===== config.mk =====
export PLATFORM = sky130hd
export DESIGN_NAME = regwrite_scheduler_flat
export DESIGN_NICKNAME = d
export VERILOG_FILES = /design/src/rtl/regwrite_scheduler_if.sv /design/src/rtl/regwrite_scheduler.sv /design/src/flat_wrapper.sv
export SDC_FILE = /design/constraint.sdc
export NUM_CORES = 1
export LEC_CHECK = 0
export CAP_MARGIN = 20
export CORE_UTILIZATION = 45
export CTS_CLUSTER_SIZE = 16
export DETAILED_ROUTE_END_ITERATION = 6
export GPL_TIMING_DRIVEN = 0
export PLACE_DENSITY = 0.82
export SLEW_MARGIN = 30
export SYNTH_ARGS = -nofsm -noshare
export SYNTH_HDL_FRONTEND = slang
export SYNTH_SLANG_ARGS = --single-unit
export TNS_END_PERCENT = 20

===== constraint.sdc =====
create_clock -name clock -period 2.5 [get_ports clock]
set_clock_uncertainty 0.2 [all_clocks]
set_input_delay 0.5 -clock clock [delete_from_list [all_inputs] [get_ports clock]]
set_output_delay 0.5 -clock clock [all_outputs]
set_load 0.01 [all_outputs]

===== src/rtl/regwrite_scheduler_if.sv =====
// Register-file write scheduler bus: two writeback requesters,
// the file's write port and the two bypassed read ports.
interface regwrite_scheduler_if #(
   parameter int DATA_W = 16,
   parameter int ADDR_W = 2
);
   logic              a_valid;
   logic [ADDR_W-1:0] a_wr;
   logic [DATA_W-1:0] a_wd;
   logic              a_ready;
   logic              b_valid;
   logic [ADDR_W-1:0] b_wr;
   logic [DATA_W-1:0] b_wd;
   logic              b_ready;
   logic [ADDR_W-1:0] rf_wr;
   logic [DATA_W-1:0] rf_wd;
   logic              rf_regwrite;
   logic [ADDR_W-1:0] rr1;
   logic [ADDR_W-1:0] rr2;
   logic [DATA_W-1:0] rf_rd1;
   logic [DATA_W-1:0] rf_rd2;
   logic [DATA_W-1:0] rd1;
   logic [DATA_W-1:0] rd2;
   logic              idle;

   modport master (
      output a_valid, a_wr, a_wd,
      output b_valid, b_wr, b_wd,
      output rr1, rr2, rf_rd1, rf_rd2,
      input  a_ready, b_ready,
      input  rf_wr, rf_wd, rf_regwrite,
      input  rd1, rd2, idle
   );

   modport slave (
      input  a_valid, a_wr, a_wd,
      input  b_valid, b_wr, b_wd,
      input  rr1, rr2, rf_rd1, rf_rd2,
      output a_ready, b_ready,
      output rf_wr, rf_wd, rf_regwrite,
      output rd1, rd2, idle
   );
endinterface


===== src/rtl/regwrite_scheduler.sv =====
// Shares the register file write port between ALU (A) and load (B)
// writeback via 2-entry queues, round-robin arbitration and a commit stage.
module regwrite_scheduler #(
   parameter int DATA_W = 16,
   parameter int ADDR_W = 2
) (
   input logic                 clock,
   input logic                 reset_n,
   regwrite_scheduler_if.slave bus
);
   localparam logic SEL_A = 1'b0;
   localparam logic SEL_B = 1'b1;

   logic              w_in_vld [2];
   logic [ADDR_W-1:0] w_in_wr  [2];
   logic [DATA_W-1:0] w_in_wd  [2];
   logic              w_ne     [2];
   logic              w_push   [2];
   logic              w_pop    [2];
   logic              w_grant;
   logic              w_sel;

   logic [1:0]        r_cnt  [2];
   logic [ADDR_W-1:0] r_q_wr [2][2];
   logic [DATA_W-1:0] r_q_wd [2][2];
   logic              r_last;
   logic              r_c_valid;
   logic [ADDR_W-1:0] r_c_wr;
   logic [DATA_W-1:0] r_c_wd;

   assign w_in_vld[0] = bus.a_valid;
   assign w_in_wr[0]  = bus.a_wr;
   assign w_in_wd[0]  = bus.a_wd;
   assign w_in_vld[1] = bus.b_valid;
   assign w_in_wr[1]  = bus.b_wr;
   assign w_in_wd[1]  = bus.b_wd;

   assign w_ne[0]   = (r_cnt[0] != 2'd0);
   assign w_ne[1]   = (r_cnt[1] != 2'd0);
   assign w_push[0] = w_in_vld[0] & (r_cnt[0] != 2'd2);
   assign w_push[1] = w_in_vld[1] & (r_cnt[1] != 2'd2);

   // B wins when it is alone, or on a tie when A was granted last
   assign w_sel   = (w_ne[1] & (!w_ne[0] | (r_last == SEL_A))) ? SEL_B : SEL_A;
   assign w_grant = w_ne[0] | w_ne[1];
   assign w_pop[0] = w_grant & (w_sel == SEL_A);
   assign w_pop[1] = w_grant & (w_sel == SEL_B);

   // slot 0 is always the queue head
   always_ff @(posedge clock or negedge reset_n) begin
      if (!reset_n) begin
         for (int q = 0; q < 2; q++) begin
            r_cnt[q] <= 2'd0;
            for (int s = 0; s < 2; s++) begin
               r_q_wr[q][s] <= '0;
               r_q_wd[q][s] <= '0;
            end
         end
      end else begin
         for (int q = 0; q < 2; q++) begin
            unique case ({w_push[q], w_pop[q]})
               2'b10: begin
                  r_cnt[q] <= r_cnt[q] + 2'd1;
                  if (r_cnt[q] == 2'd0) begin
                     r_q_wr[q][0] <= w_in_wr[q];
                     r_q_wd[q][0] <= w_in_wd[q];
                  end else begin
                     r_q_wr[q][1] <= w_in_wr[q];
                     r_q_wd[q][1] <= w_in_wd[q];
                  end
               end
               2'b01: begin
                  r_cnt[q]     <= r_cnt[q] - 2'd1;
                  r_q_wr[q][0] <= r_q_wr[q][1];
                  r_q_wd[q][0] <= r_q_wd[q][1];
               end
               2'b11: begin
                  r_q_wr[q][0] <= w_in_wr[q];
                  r_q_wd[q][0] <= w_in_wd[q];
               end
               default: ;
            endcase
         end
      end
   end

   always_ff @(posedge clock or negedge reset_n) begin
      if (!reset_n) begin
         r_last    <= SEL_B;
         r_c_valid <= 1'b0;
         r_c_wr    <= '0;
         r_c_wd    <= '0;
      end else begin
         r_c_valid <= w_grant;
         if (w_grant) begin
            r_last <= w_sel;
            r_c_wr <= r_q_wr[w_sel][0];
            r_c_wd <= r_q_wd[w_sel][0];
         end
      end
   end

   assign bus.a_ready     = (r_cnt[0] != 2'd2);
   assign bus.b_ready     = (r_cnt[1] != 2'd2);
   assign bus.rf_wr       = r_c_wr;
   assign bus.rf_wd       = r_c_wd;
   assign bus.rf_regwrite = r_c_valid & (r_c_wr != '0);
   assign bus.idle        = (r_cnt[0] == 2'd0) & (r_cnt[1] == 2'd0) & !r_c_valid;

   assign bus.rd1 = (bus.rr1 == '0) ? '0 :
                    (r_c_valid && (r_c_wr == bus.rr1)) ? r_c_wd : bus.rf_rd1;
   assign bus.rd2 = (bus.rr2 == '0) ? '0 :
                    (r_c_valid && (r_c_wr == bus.rr2)) ? r_c_wd : bus.rf_rd2;
endmodule


===== src/flat_wrapper.sv =====
// flat-port wrapper written by rule: the top's interface ports become plain ports
module regwrite_scheduler_flat 
#(
   parameter int DATA_W = 16,
   parameter int ADDR_W = 2
)
  (clock, reset_n, bus_a_valid, bus_a_wr, bus_a_wd, bus_b_valid, bus_b_wr, bus_b_wd, bus_rr1, bus_rr2, bus_rf_rd1, bus_rf_rd2, bus_a_ready, bus_b_ready, bus_rf_wr, bus_rf_wd, bus_rf_regwrite, bus_rd1, bus_rd2, bus_idle);
  regwrite_scheduler_if #(.DATA_W(DATA_W), .ADDR_W(ADDR_W)) bus_i ();
  input logic clock;
  input logic reset_n;
  input wire logic [$bits(bus_i.a_valid)-1:0] bus_a_valid;
  input wire logic [$bits(bus_i.a_wr)-1:0] bus_a_wr;
  input wire logic [$bits(bus_i.a_wd)-1:0] bus_a_wd;
  input wire logic [$bits(bus_i.b_valid)-1:0] bus_b_valid;
  input wire logic [$bits(bus_i.b_wr)-1:0] bus_b_wr;
  input wire logic [$bits(bus_i.b_wd)-1:0] bus_b_wd;
  input wire logic [$bits(bus_i.rr1)-1:0] bus_rr1;
  input wire logic [$bits(bus_i.rr2)-1:0] bus_rr2;
  input wire logic [$bits(bus_i.rf_rd1)-1:0] bus_rf_rd1;
  input wire logic [$bits(bus_i.rf_rd2)-1:0] bus_rf_rd2;
  output wire logic [$bits(bus_i.a_ready)-1:0] bus_a_ready;
  output wire logic [$bits(bus_i.b_ready)-1:0] bus_b_ready;
  output wire logic [$bits(bus_i.rf_wr)-1:0] bus_rf_wr;
  output wire logic [$bits(bus_i.rf_wd)-1:0] bus_rf_wd;
  output wire logic [$bits(bus_i.rf_regwrite)-1:0] bus_rf_regwrite;
  output wire logic [$bits(bus_i.rd1)-1:0] bus_rd1;
  output wire logic [$bits(bus_i.rd2)-1:0] bus_rd2;
  output wire logic [$bits(bus_i.idle)-1:0] bus_idle;
  assign bus_i.a_valid = bus_a_valid;
  assign bus_i.a_wr = bus_a_wr;
  assign bus_i.a_wd = bus_a_wd;
  assign bus_i.b_valid = bus_b_valid;
  assign bus_i.b_wr = bus_b_wr;
  assign bus_i.b_wd = bus_b_wd;
  assign bus_i.rr1 = bus_rr1;
  assign bus_i.rr2 = bus_rr2;
  assign bus_i.rf_rd1 = bus_rf_rd1;
  assign bus_i.rf_rd2 = bus_rf_rd2;
  assign bus_a_ready = bus_i.a_ready;
  assign bus_b_ready = bus_i.b_ready;
  assign bus_rf_wr = bus_i.rf_wr;
  assign bus_rf_wd = bus_i.rf_wd;
  assign bus_rf_regwrite = bus_i.rf_regwrite;
  assign bus_rd1 = bus_i.rd1;
  assign bus_rd2 = bus_i.rd2;
  assign bus_idle = bus_i.idle;
  regwrite_scheduler #(.DATA_W(DATA_W), .ADDR_W(ADDR_W)) u_core (.clock(clock), .reset_n(reset_n), .bus(bus_i));
endmodule

==> results.py <==
metrics = {
    "status": {
        "status": "finished with violations",
        "violations": "negative setup slack",
    },
    "routing": {
        "ant_nets": 0,
        "dr_wl_met2_um": 7440,
        "wl_um": 14900,
        "top_layer": "met4",
        "dr.first_iter.drc_count": 437,
        "met1_length_um": 5810,
        "dr.pass1.iters": 7,
        "vias": 4522,
        "via_per_inst": 5.69,
        "drc": 0,
        "wl_per_cell_um": 18.7,
        "wl_met3_um": 1050,
    },
    "worst_hold_path": {
        "hp-class": "register to register",
        "hold_path_startpoint": "u_core.r_q_wd[2]$_DFFE_PN0P_",
    },
    "global_routing": {
        "grt_pass1_wl_um": 21100,
        "grt_overflow": 0,
        "grt_max_degree": 52,
        "grt_pass1_vias": 4310,
        "antenna_found_initial": 0,
        "grt_usage_pct": 23.5,
    },
    "logic_synthesis": {
        "syn-cell-area_um2": 5140,
        "ys_top_cells_by_area": "dfrtp_1, mux2_2, o21ai_0, mux2i_1, nand2_1",
        "yosys.area_share.simple_pct": 7.27,
        "syn-instance-count": 479,
        "synth_adder_area_share_pct": 1.22,
        "yosysSeqAreaShare_pct": 46.7,
        "synth-compound-area-share_pct": 16.9,
        "synth_top_family_by_area": "multiplexers",
        "yosysTopAreaCell": "dfrtp_1",
        "yosysWarningCount": 0,
        "async_reset_ff_share_pct": 100,
        "synth_top_area_share_pct": 46.2,
        "synth-main-ff-cell": "dfrtp_1",
        "syn_nets": 560,
        "synth_edf_count": 0,
        "synth_most_common_cell": "o21ai_0",
        "synthTopCellsByCount": "o21ai_0, dfrtp_1, nand2_1, mux2_2, mux2i_1",
        "synth_seq_cells": 96,
        "synthDistinctLibCells": 37,
        "avgSynthCellArea_um2": 10.7,
        "synth.area.mux_share_pct": 21.6,
        "synth-xor-area-share_pct": 1.70,
    },
    "job": {
        "maxCapViolCount": 0,
    },
    "critical_path": {
        "cp-startpoint": "u_core.r_cnt[2]$_DFFE_PN0P_",
        "critPathArrivalTime_ns": 2.74,
        "cp_data_required_time_ns": 2.52,
        "crit_top_cell": "buf_6",
        "slowest_stage": "dfrtp_1",
        "start_kind": "register",
        "r2r_start": "u_core.r_cnt[2]$_DFFE_PN0P_",
        "path_class": "register to register",
        "endpoint_kind": "register",
        "crit_chain": "buf_6, nor4_4, buf_4, a21oi_4, buf_6, inv_4, ha_4, or3b_4, o21ai_4, clkbuf_16, mux2_4",
        "max_stage_delay_ns": 0.39,
        "path_max_fanout": 6,
    },
    "cells_and_area": {
        "design_area_um2": 7420,
        "nNetsFinal": 731,
        "n_fill_cell": 822,
        "layout-drive-gt1-share_pct": 28.5,
        "diodes": 0,
        "syn2layout_area_growth_pct": 44.3,
    },
    "power": {
        "switchingPower_mw": 3.98,
        "power_frac_clock_pct": 14.4,
        "pwr_density_cell_nw_per_um2": 1440,
        "power_frac_seq_pct": 28.6,
        "power.total_mw": 10.7,
        "ir_worst_vdd_mv": 0.608,
        "combinationalPowerShare_pct": 57.0,
        "leakage_nw": 3.41,
        "swShare_pct": 37.1,
        "p_int_mw": 6.74,
    },
    "cts": {
        "clockBufferDepth": 2,
        "cts-buffers-inserted": 9,
        "cts_num_sinks": 96,
        "clock_latency_ns": 0.34,
        "clk_pin_slew_ns": 0.07,
        "cts_tree": "done",
        "htree_levels": 3,
        "cts_root_buf": "clkbuf_16",
    },
    "placement": {
        "hpwl_um": 10300,
        "io_buffers": 129,
        "preCtsSetupSlack_ns": -0.888,
        "post_dp_cell_area_um2": 6690,
        "place_congestion": 0.839,
    },
    "die": {
        "io_pins": 130,
        "initial_core_util_pct": 46.8,
        "dieArea_um2": 11900,
        "core_area_um2": 11000,
        "fp-row-count": 38,
        "dieWidth_um": 109,
        "die_h_um": 109,
    },
    "timing": {
        "period_needed_ns": 2.72,
        "max_slew_margin_pct": 66.5,
        "worst_pin_slew_ns": 0.502,
        "setup_violations": 30,
        "holdWs_ns": 0.277,
        "timing.final.crit_share_pct": 109,
        "rsz0062_at_grt": "true",
        "fin_ws_ns": -0.220,
        "timing.fmax_mhz": 368,
        "hold_viol": 0,
        "drv_slew": 0,
    },
}
sequential cells by signal, summed over array words and instances (netlist names):
register          count
u_core.r_q_wd        64
u_core.bus.rf_wd     16
u_core.r_q_wr         8
u_core.r_cnt          4
u_core.bus.rf_wr      2
u_core.r_c_valid      1
u_core.r_last         1
power by group through the flow:
stage               Combinational [mW]  Clock (mW)  Sequential (mW)
floorplan                         3.49           0             2.81
global placement                  4.90           0             3.00
detailed placement                5.09           0             3.04
CTS                               5.27        1.55             3.02
global route                      6.55        1.63             3.13
finish                            6.11        1.54             3.07
layout by cell type, fill, tap and decap left out, types with 3 or more instances in the layout:
cell / n
clkdlybuf4s50_1: 91
ha_1: 4
a221o_2: 11
buf_4: 27
dfrtp_2: 3
buf_8: 6
dlygate4sd2_1: 16
o21a_1: 3
o21ai_0: 106
mux2i_2: 5
clkbuf_2: 21
bufinv_16: 3
clkinv_2: 4
nand2_1: 57
buf_6: 11
mux2_4: 23
clkdlybuf4s15_2: 4
clkbuf_1: 10
dfrtp_1: 92
buf_2: 3
xor2_1: 3
mux2i_1: 45
mux2_2: 30
xnor2_1: 4
clkbuf_16: 10
clkdlybuf4s15_1: 4
o21ai_4: 3
a21oi_1: 7
xnor2_2: 3
and2_1: 9
a221o_1: 7
cell type report:
type | count | area, µm² | share of cell area [%]
buffer | 38 | 312 | 4.20
clock buffer | 9 | 225 | 3.03
clock inverter | 7 | 110 | 1.48
inverter | 5 | 26.3 | 0.354
multi-input combinational | 340 | 2680 | 36.1
sequential | 96 | 2410 | 32.4
tap | 140 | 175 | 2.36
timing repair buffer | 160 | 1490 | 20.1
critical path, delay by kind of cell (launching register included):
family	cells	cell delay (ns)
buf+inv	5	0.74
simple gates	2	0.67
flops	1	0.39
mux	1	0.30
compound gates	2	0.17
fa+ha+maj	1	0.13
cell families after synthesis:
kind of cell | count (synthesis)
AOI/OAI and AO/OA | 142
buffers and inverters | 43
and+or+nand+nor | 79
xor gates and xnor gates | 10
muxes | 104
DFF | 96
adders and majority gates | 5
timing repair:
| item | in CTS | in global routing |
|---|---|---|
| setup endpoints to repair | 73 | 85 |
| pin swaps | 9 | 5 |
| gates cloned | 0 | 1 |
| endpoints found under the hold margin | 45 | 0 |
| hold buffers | 1 | 0 |
| setup buffers | 8 | 20 |
| resized for setup | 83 | 72 |
per-stage QoR:
| step | util (%) | TNS (ns) | cells |
|---|---|---|---|
| after floorplan | - | -1.29 | 479 |
| after global routing | 67.6 | -6.19 | 795 |
| after global placement | 60.6 | -275.85 | 748 |
| after detailed placement | 60.9 | -30.29 | 749 |
| after CTS | 65.2 | -2.91 | 774 |
| final | 67.6 | -3.88 | 795 |
metal layers:
metal / vias up / global-route usage, %
met5: - / 0
met4: 0 / 10.0
met3: 47 / 3.95
met2: 205 / 42.2
met1: 2219 / 27.6
li1: 2051 / -
worst paths after layout:
path	depth (start not counted)	slack (ns)	endpoint
setup / recovery	11	-0.22	u_core.r_q_wd[54]$_DFFE_PN0P_
hold / removal	2	0.28	u_core.r_q_wd[2]$_DFFE_PN0P_
setup reg to reg	11	-0.22	u_core.r_q_wd[54]$_DFFE_PN0P_
hold reg to reg	2	0.28	u_core.r_q_wd[2]$_DFFE_PN0P_
max in group asynchronous	3	1.00	u_core.r_last$_DFFE_PN1P_
min in group asynchronous	2	0.46	u_core.r_q_wd[4]$_DFFE_PN0P_
No activity file was read; power rests on OpenSTA's default activity.
